===== config.mk =====
export PLATFORM = sky130hd
export DESIGN_NAME = seg_scan_capture
export DESIGN_NICKNAME = d
export VERILOG_FILES = /design/src/rtl/seg_pkg.sv /design/src/rtl/seg_pattern_decode.sv /design/src/rtl/seg_scan_capture.sv
export SDC_FILE = /design/constraint.sdc
export NUM_CORES = 1
export LEC_CHECK = 0
export ABC_AREA = 1
export CORE_UTILIZATION = 25
export DETAILED_ROUTE_END_ITERATION = 8
export GPL_TIMING_DRIVEN = 0
export PLACE_DENSITY = 0.51
export SYNTH_ARGS = -nofsm -noshare
export SYNTH_HDL_FRONTEND = slang
export SYNTH_SLANG_ARGS = --single-unit

===== constraint.sdc =====
create_clock -name clk -period 8.2 [get_ports clk]
set_clock_uncertainty 0.2 [all_clocks]
set_input_delay 2.46 -clock clk [delete_from_list [all_inputs] [get_ports clk]]
set_output_delay 2.46 -clock clk [all_outputs]
set_load 0.01 [all_outputs]

===== src/rtl/seg_pkg.sv =====
// Shared 7-segment definitions for the display encoder and the scan-capture decoder.
package seg_pkg;
  // disp bit positions: [7:1] = a..g, [0] = dot
  localparam int SEG_A  = 7;
  localparam int SEG_B  = 6;
  localparam int SEG_C  = 5;
  localparam int SEG_D  = 4;
  localparam int SEG_E  = 3;
  localparam int SEG_F  = 2;
  localparam int SEG_G  = 1;
  localparam int SEG_DP = 0;

  localparam logic [6:0] SEG_0     = 7'b1111110;
  localparam logic [6:0] SEG_1     = 7'b0110000;
  localparam logic [6:0] SEG_2     = 7'b1101101;
  localparam logic [6:0] SEG_3     = 7'b1111001;
  localparam logic [6:0] SEG_4     = 7'b0110011;
  localparam logic [6:0] SEG_5     = 7'b1011011;
  localparam logic [6:0] SEG_6     = 7'b1011111;
  localparam logic [6:0] SEG_7     = 7'b1110000;
  localparam logic [6:0] SEG_8     = 7'b1111111;
  localparam logic [6:0] SEG_9     = 7'b1111011;
  localparam logic [6:0] SEG_BLANK = 7'b0000000;

  localparam logic [3:0] DIG_BLANK = 4'hF;
  localparam logic [3:0] DIG_ERR   = 4'hE;

  typedef enum logic {IDLE, COLLECT} frm_state_e;
endpackage


===== src/rtl/seg_pattern_decode.sv =====
// Inverse of the segment encoder: a..g pattern to BCD, blank to 4'hF, anything else flagged.
module seg_pattern_decode
  import seg_pkg::*;
(
  input  logic [6:0] seg,
  output logic [3:0] dig,
  output logic       err
);
  always_comb begin
    err = 1'b0;
    case (seg)
      SEG_0:     dig = 4'd0;
      SEG_1:     dig = 4'd1;
      SEG_2:     dig = 4'd2;
      SEG_3:     dig = 4'd3;
      SEG_4:     dig = 4'd4;
      SEG_5:     dig = 4'd5;
      SEG_6:     dig = 4'd6;
      SEG_7:     dig = 4'd7;
      SEG_8:     dig = 4'd8;
      SEG_9:     dig = 4'd9;
      SEG_BLANK: dig = DIG_BLANK;
      default: begin
        dig = DIG_ERR;
        err = 1'b1;
      end
    endcase
  end
endmodule


===== src/rtl/seg_scan_capture.sv =====
// Snoops a multiplexed 7-segment bus, captures each digit after a stable dwell
// and assembles complete frames in scan order.
module seg_scan_capture
  import seg_pkg::*;
#(
  parameter int NDIG   = 8,
  parameter int STABLE = 4
) (
  input  logic              clk,
  input  logic              rst_n,
  input  logic [7:0]        disp,
  input  logic [NDIG-1:0]   cat,
  output logic [4*NDIG-1:0] frame_digits,
  output logic [NDIG-1:0]   frame_dots,
  output logic              frame_err,
  output logic              frame_valid,
  output logic              sync_err
);
  localparam int             IW     = $clog2(NDIG);
  localparam logic [7:0]     CNT_EV = 8'(STABLE - 1);
  localparam logic [7:0]     CNT_MX = 8'(STABLE);
  localparam logic [IW-1:0]  LAST   = IW'(NDIG - 1);

  logic [7:0]      r_disp, p_disp, cnt;
  logic [NDIG-1:0] r_cat, p_cat;

  // Select lines idle high so reset does not look like a multi-select fault.
  always_ff @(posedge clk or negedge rst_n) begin
    if (!rst_n) begin
      r_disp <= '0;
      r_cat  <= '1;
      p_disp <= '0;
      p_cat  <= '1;
      cnt    <= '0;
    end else begin
      r_disp <= disp;
      r_cat  <= cat;
      p_disp <= r_disp;
      p_cat  <= r_cat;
      if ({r_cat, r_disp} != {p_cat, p_disp}) cnt <= '0;
      else if (cnt != CNT_MX)                 cnt <= cnt + 8'd1;
    end
  end

  // p_* holds the pair just confirmed equal, so decode it rather than r_*.
  logic ev;
  assign ev = (cnt == CNT_EV);

  logic [3:0]    nz;
  logic [IW-1:0] idx;
  always_comb begin
    nz  = '0;
    idx = '0;
    for (int k = 0; k < NDIG; k++)
      if (!p_cat[k]) begin
        nz  = nz + 4'd1;
        idx = IW'(k);
      end
  end

  logic [3:0] dig;
  logic       derr;
  seg_pattern_decode u_dec (.seg(p_disp[SEG_A:SEG_G]), .dig(dig), .err(derr));

  frm_state_e               state, state_n;
  logic [IW-1:0]            expd, expd_n;
  logic [NDIG-1:0][3:0]     sh_dig, dig_n;
  logic [NDIG-1:0]          sh_dot, dot_n, sh_err, err_n;
  logic                     store, done, serr;

  always_comb begin
    state_n = state;
    expd_n  = expd;
    dig_n   = sh_dig;
    dot_n   = sh_dot;
    err_n   = sh_err;
    store   = 1'b0;
    done    = 1'b0;
    serr    = 1'b0;
    if (ev && nz > 4'd1) serr = 1'b1;
    else if (ev && nz == 4'd1) begin
      case (state)
        IDLE: if (idx == '0) begin
          store   = 1'b1;
          err_n   = '0;
          expd_n  = IW'(1);
          state_n = COLLECT;
        end
        COLLECT: begin
          if (idx == expd) begin
            store = 1'b1;
            if (expd == LAST) begin
              done    = 1'b1;
              state_n = IDLE;
              expd_n  = '0;
            end else expd_n = IW'(expd + 1'b1);
          end else if (idx == IW'(expd - 1'b1)) store = 1'b1;
          else if (idx == '0) begin
            store  = 1'b1;
            err_n  = '0;
            expd_n = IW'(1);
            serr   = 1'b1;
          end else begin
            serr    = 1'b1;
            state_n = IDLE;
            expd_n  = '0;
          end
        end
        default: state_n = IDLE;
      endcase
    end
    if (store) begin
      dig_n[idx] = dig;
      dot_n[idx] = p_disp[SEG_DP];
      err_n[idx] = derr;
    end
  end

  always_ff @(posedge clk or negedge rst_n) begin
    if (!rst_n) begin
      state        <= IDLE;
      expd         <= '0;
      sh_dig       <= '0;
      sh_dot       <= '0;
      sh_err       <= '0;
      frame_digits <= '0;
      frame_dots   <= '0;
      frame_err    <= 1'b0;
      frame_valid  <= 1'b0;
      sync_err     <= 1'b0;
    end else begin
      state       <= state_n;
      expd        <= expd_n;
      sh_dig      <= dig_n;
      sh_dot      <= dot_n;
      sh_err      <= done ? '0 : err_n;
      frame_valid <= done;
      sync_err    <= serr;
      if (done) begin
        frame_digits <= dig_n;
        frame_dots   <= dot_n;
        frame_err    <= |err_n;
      end
    end
  end
endmodule


==> results of run 1 <==
-- worst paths after layout --
kind	endpoint	slack, ns	depth (start not counted)
min reg2reg	p_cat[4]$_DFF_PN1_	0.17	0
min	p_cat[4]$_DFF_PN1_	0.17	0
max	frame_err$_DFFE_PN0N_	3.13	25
max in group asynchronous	sh_dig[20]$_DFF_PN0_	5.25	2
min in group asynchronous	r_disp[2]$_DFF_PN0_	1.79	1
max reg2reg	frame_err$_DFFE_PN0N_	3.13	25
-- final cells by class --
type | count | share of cell area [%]
Clock buffer | 18 | 5.34
Inverter | 62 | 2.89
Clock inverter | 14 | 2.02
Sequential cell | 135 | 42.3
Timing Repair Buffer | 61 | 7.83
Buffer | 19 | 1.35
Tap cell | 330 | 5.14
Multi-Input combinational cell | 524 | 33.2
-- logic make-up after synthesis --
kind of cell             count (synthesis)  synth area share (%)
buffers and inverters                   81                  5.33
AO/OA/AOI/OAI                           78                  6.93
flip-flops                             135                  53.0
AND/OR/NAND/NOR                        413                  29.4
adder cells (fa/ha/maj)                 13                  2.54
XOR/XNOR                                20                  2.73
-- per-layer routing --
| metal | track usage, % | vias up | share of wire [%] |
|---|---|---|---|
| met4 | 3.86 | 0 | 0.99 |
| met1 | 15.6 | 2324 | 49 |
| met5 | 0 | - | 0 |
| met3 | 2.78 | 13 | 3.2 |
| met2 | 19.0 | 74 | 47 |
| li1 | - | 2554 | - |
-- cells in the mapped netlist (4+ instances only) --
library cell / n / area (um^2)
nand2_1: 265 / 995
dfrtp_1: 119 / 2980
inv_1: 53 / 199
nand3_1: 44 / 220
nor2_1: 34 / 128
o21ai_0: 29 / 145
o21ai_1: 26 / 130
nand4_1: 17 / 106
dfstp_2: 16 / 420
buf_2: 15 / 75.1
xnor2_1: 15 / 131
ha_1: 13 / 163
nor3_1: 12 / 60.1
a21oi_1: 10 / 50.1
inv_2: 8 / 30.0
nand2_2: 8 / 50.1
nor4_1: 7 / 43.8
o21ai_2: 5 / 43.8
xor2_1: 5 / 43.8
nand2_4: 4 / 45.0
nand3_2: 4 / 40.0
-- per-stage QoR --
stage               total power, W  util, %  cells  setup slack (ns)  TNS [ns]
floorplan                 0.000786        -    740              3.71         0
global placement          0.000827     29.5   1130             -1.21   -143.03
detailed placement        0.000829     29.6   1131              3.11         0
CTS                        0.00161     31.9   1163              3.08         0
global route               0.00166     31.9   1163              2.62         0
finish                     0.00159     31.9   1163              3.13         0
-- placed cells by master, fill, tap and decap left out, types with 7 or more instances in the layout --
cell type,synthesis,layout
inv_1,53,53
nand3_1,44,44
nor2_1,34,34
xnor2_1,15,15
ha_1,13,13
nor3_1,12,12
dfstp_2,16,16
buf_2,15,15
nor4_1,7,7
o21ai_0,29,29
clkbuf_16,0,17
inv_2,8,8
nand2_1,265,265
nand4_1,17,17
clkdlybuf4s50_1,0,59
a21oi_1,10,10
dfrtp_1,119,119
nand2_2,8,8
o21ai_1,26,26
-- worst max-delay path: stages (launching register included) --
cell and delay (ns):
dfstp_2 0.57, inv_1 0.07, ha_1 0.38, xnor2_1 0.27
ha_1 0.30, or2_2 0.29, nand2_1 0.09, nand2_1 0.06
nand3_1 0.12, nand2_1 0.09, ha_1 0.29, nand2_1 0.08
nand2_1 0.06, nand2_1 0.05, nand2_1 0.04, nand2_1 0.07
nand2_1 0.08, ha_1 0.28, o21ai_0 0.26, nand2_2 0.17
nor3_4 0.32, nand4_1 0.22, o21ai_0 0.29, nand3_1 0.12
nor2_1 0.16, nor2_1 0.06
-- report_power, final --
group / leakage (nW) / switching, W / internal (W) / total (W)
Sequential: 1.79 / 0.00000653 / 0.000677 / 0.000684
Combinational: 1.84 / 0.0000861 / 0.0000457 / 0.000132
Clock: 0.288 / 0.000317 / 0.000457 / 0.000775
-- registers in the layout, indices dropped and copies added, names as in the netlist, 3 cells and up --
register	cells
frame_digits	32
r_disp	8
p_cat	8
r_cat	8
expd	3
frame_dots	8
sh_dig	32
sh_err	8
sh_dot	8
p_disp	8
cnt	8
==> flow_summary.json, run 1 <==
{
  "finalCriticalPeriod_ns": 5.07,
  "p_per_area_nw_per_um2": 198,
  "fmax_ghz": 0.197,
  "insertion_delay_ns": 0.43,
  "final_antenna_net_count": 0,
  "cp_max_fo": 7,
  "wire_per_inst_um": 12.6,
  "clock_path_buffers": 2,
  "ys_seq_elements": 135,
  "ys_async_sr_fraction_pct": 100,
  "setup_viol": 0,
  "num_rows": 58,
  "grt_pass1_vias": 4863,
  "clk_pin_slew_ns": 0.06,
  "grt_usage_pct": 11.8,
  "slew_headroom_pct": 12.6,
  "final_area_um2": 8040,
  "core_um2": 25200,
  "hp-start": "r_cat[4]$_DFF_PN1_",
  "cp.required_ns": 8.32,
  "grt_max_degree": 89,
  "port_buffers": 60,
  "dp_hpwl_um": 10600,
  "netlist_instances": 740,
  "grt_overflow": 0,
  "drc": 0,
  "cp-startpoint": "p_cat[0]$_DFF_PN1_",
  "n_fill_cell": 2637,
  "routed-via-count": 4965,
  "fin_crit_sh_pct": 61.9,
  "regArea_um2": 3400,
  "antenna_found_initial": 0,
  "critPathKind": "reg -> reg",
  "grt_pass1_wl_um": 24300,
  "die_y_um": 162,
  "drive_gt1_share_pct": 13.6,
  "cts_setup_buffers": 0,
  "drt_first_pass_iters": 4,
  "peakVddDrop_mv": 0.130,
  "ys.flop_type": "dfrtp_1",
  "num-nets-final": 851,
  "rsz0062_at_grt": "no",
  "wirelength_um": 14600,
  "hold_path_class": "reg -> reg",
  "clock_sinks": 135,
  "cts_tree": "yes",
  "worst_pin_slew_ns": 1.30,
  "cp-end-kind": "register",
  "p_leak_nw": 3.93,
  "vias_per_cell": 4.27,
  "slew_violations": 0,
  "yosysWarnings": 0,
  "drt_iter0_markers": 220,
  "ys_seq_area_share_pct": 53.0,
  "hold-worst-slack_ns": 0.171,
  "synth_edf_count": 0,
  "gp_congestion": 0.834,
  "antenna_cells": 0,
  "multiInputGateArea_um2": 2670,
  "outcome": "complete, no violations",
  "syn_nets": 771,
  "cts_resized": 0,
  "finalHoldViolCount": 0,
  "io_pins": 61,
  "initial_utilization_pct": 25.4,
  "r2r-start": "p_cat[0]$_DFF_PN1_",
  "place_area_um2": 7450,
  "maxCapViolations": 0,
  "htreeDepth": 4,
  "avgSynthCellArea_um2": 8.66,
  "crit_arrival_ns": 5.19,
  "worst_setup_path_start_kind": "register",
  "die_area_um2": 26300,
  "root_buffer": "clkbuf_16",
  "cts_hold_buffers": 0,
  "synth_cell_types": 41,
  "synthesis.area_um2": 6410,
  "syn_to_final_growth_pct": 25.5,
  "die_w_um": 162,
  "cts_buffers": 17
}
(Power assumes the default switching activity.)
==> run 2, diff against run 1 <==
==> constraint.sdc (replaced) <==
create_clock -name clk -period 4.76 [get_ports clk]
set_clock_uncertainty 0.2 [all_clocks]
set_input_delay 1.428 -clock clk [delete_from_list [all_inputs] [get_ports clk]]
set_output_delay 1.428 -clock clk [all_outputs]
set_load 0.01 [all_outputs]
==> run 2 against run 1 <==
Flip-flop and latch count did not move. Routed wire length up 4.4%. Combinational power is 110% higher. Die area did not move. First-iteration DRC count increased by 5.9%. Register-to-register slack got worse by 2.9 ns. Non-clock buffer count grew 12. Hold slack about the same. Via count up 3.1%. Largest cell class unchanged.
==> flow_summary.json, run 2 (synthesis results as in run 1) <==
{
  "slew_headroom_pct": 7.11,
  "mostFrequentLayoutCell": "nand2_1",
  "initial_utilization_pct": 25.4,
  "cp-startpoint": "p_cat[0]$_DFF_PN1_",
  "die_y_um": 162,
  "cp_max_fo": 6,
  "die_w_um": 162,
  "wirelength_um": 15300,
  "final_cell_mix": "nand2_1, dfrtp_1, clkdlybuf4s50_1",
  "cts_tree": "yes",
  "syn_to_final_growth_pct": 30.4,
  "fin_tns_setup_ns": 0,
  "num-nets-final": 866,
  "layoutNonFillerInstCount": 1178,
  "r2r-start": "p_cat[0]$_DFF_PN1_",
  "port_buffers": 60,
  "clk_pin_slew_ns": 0.06,
  "root_buffer": "clkbuf_16",
  "gp_congestion": 0.834,
  "outcome": "complete, no violations",
  "peakVddDrop_mv": 0.229,
  "drive_gt1_share_pct": 17.9,
  "wire_per_inst_um": 13.0,
  "die_area_um2": 26300,
  "fin_util_pct": 33.2,
  "grt_pass1_wl_um": 24300,
  "clock_sinks": 135,
  "cts_buffers": 17,
  "htreeDepth": 4,
  "p_leak_nw": 4.06,
  "drc": 0,
  "routed-via-count": 5120,
  "grt_overflow": 0,
  "finalHoldViolCount": 0,
  "maxCapViolations": 0,
  "cp-end-kind": "register",
  "num_rows": 58,
  "fmax_ghz": 0.223,
  "fin_crit_sh_pct": 94.4,
  "slew_violations": 0,
  "antenna_found_initial": 0,
  "io_pins": 61,
  "worst_setup_path_start_kind": "register",
  "setup_viol": 0,
  "p_per_area_nw_per_um2": 334,
  "hold_path_class": "reg -> reg",
  "p_total_w": 0.00279,
  "cp.required_ns": 4.89,
  "vias_per_cell": 4.35,
  "dp_hpwl_um": 10600,
  "grt_pass1_vias": 4897,
  "antenna_cells": 0,
  "finalCriticalPeriod_ns": 4.49,
  "drt_first_pass_iters": 4,
  "dp.cells": 1131,
  "worst_path_max_delay_cell": "dfstp_2",
  "clock_path_buffers": 2,
  "critPathKind": "reg -> reg",
  "reg.largest.list": "frame_digits: 32 flops, sh_dig: 32 flops",
  "worst_pin_slew_ns": 1.38,
  "core_um2": 25200,
  "crit_arrival_ns": 4.62,
  "drt_iter0_markers": 233,
  "insertion_delay_ns": 0.43,
  "grt_max_degree": 89,
  "cp_common_cell": "nand2_1",
  "hp-start": "r_cat[6]$_DFF_PN1_",
  "cpPeakStageDelay_ns": 0.57,
  "grt_usage_pct": 11.9,
  "final_antenna_net_count": 0
}
run 2: cell types whose count changed in the layout (fill, tap and decap cells not counted), sizes merged:
cell,delta
nand3,+1
nor2,+1
buf,+11
nand4,+1
clkbuf,+1
run 2: what timing repair did:
action                     CTS  global route
gates cloned                 0             3
hold buffers                 0             0
setup endpoints to repair   88            90
gates resized for setup      5            36
buffers inserted             4             8
pin swaps                    3            18
run 2: per-layer routing:
metal | up-vias | GRT usage [%] | part of all wire (%)
met5 | - | 0 | 0
met4 | 0 | 4.25 | 1.9
met3 | 21 | 2.81 | 3.0
met2 | 80 | 19.0 | 47
met1 | 2425 | 15.5 | 48
li1 | 2594 | - | -
run 2: final cells by class:
class,count,area (um^2)
fill,2622,16800
clock inverter,14,163
timing repair buffer,73,744
inverter,62,233
buffer,19,119
multi-input combinational,527,2860
tap,330,413
sequential,135,3400
clock buffer,18,429
run 2: worst paths after layout:
| path | slack (ns) | end | depth (start not counted) |
|---|---|---|---|
| setup / recovery | 0.27 | frame_digits[19]$_DFFE_PN0N_ | 30 |
| hold / removal | 0.17 | p_cat[6]$_DFF_PN1_ | 0 |
| setup reg to reg | 0.27 | frame_digits[19]$_DFFE_PN0N_ | 30 |
| hold reg to reg | 0.17 | p_cat[6]$_DFF_PN1_ | 0 |
| max in group asynchronous | 2.83 | frame_digits[20]$_DFFE_PN0N_ | 2 |
| min in group asynchronous | 0.75 | cnt[4]$_DFFE_PN0P_ | 1 |
run 2: worst max-delay path: cells and delay by family, from the launching register on:
family,cells,cell delay (ns)
AO/OA/AOI/OAI,1,0.07
XOR/XNOR,1,0.14
adder cells (fa/ha/maj),4,0.94
buffers and inverters,2,0.12
flip-flops,1,0.57
AND/OR/NAND/NOR,22,2.36
run 2: metrics by stage:
stage	hold WS, ns	setup WS (ns)	cell area (um^2)
global route	0.176	-0.0460	8350
floorplan	0.161	0.271	6410
finish	0.171	0.266	8350
detailed placement	0.165	-0.326	7450
global placement	0.166	-3.62	7420
CTS	0.174	0.0657	8100
run 2: power breakdown:
group          leakage (nW)  switching, W  internal, W
Clock                 0.288      0.000551     0.000787
Combinational          1.98      0.000173     0.000105
Sequential             1.79     0.0000111      0.00117
Total                  4.06      0.000734      0.00206
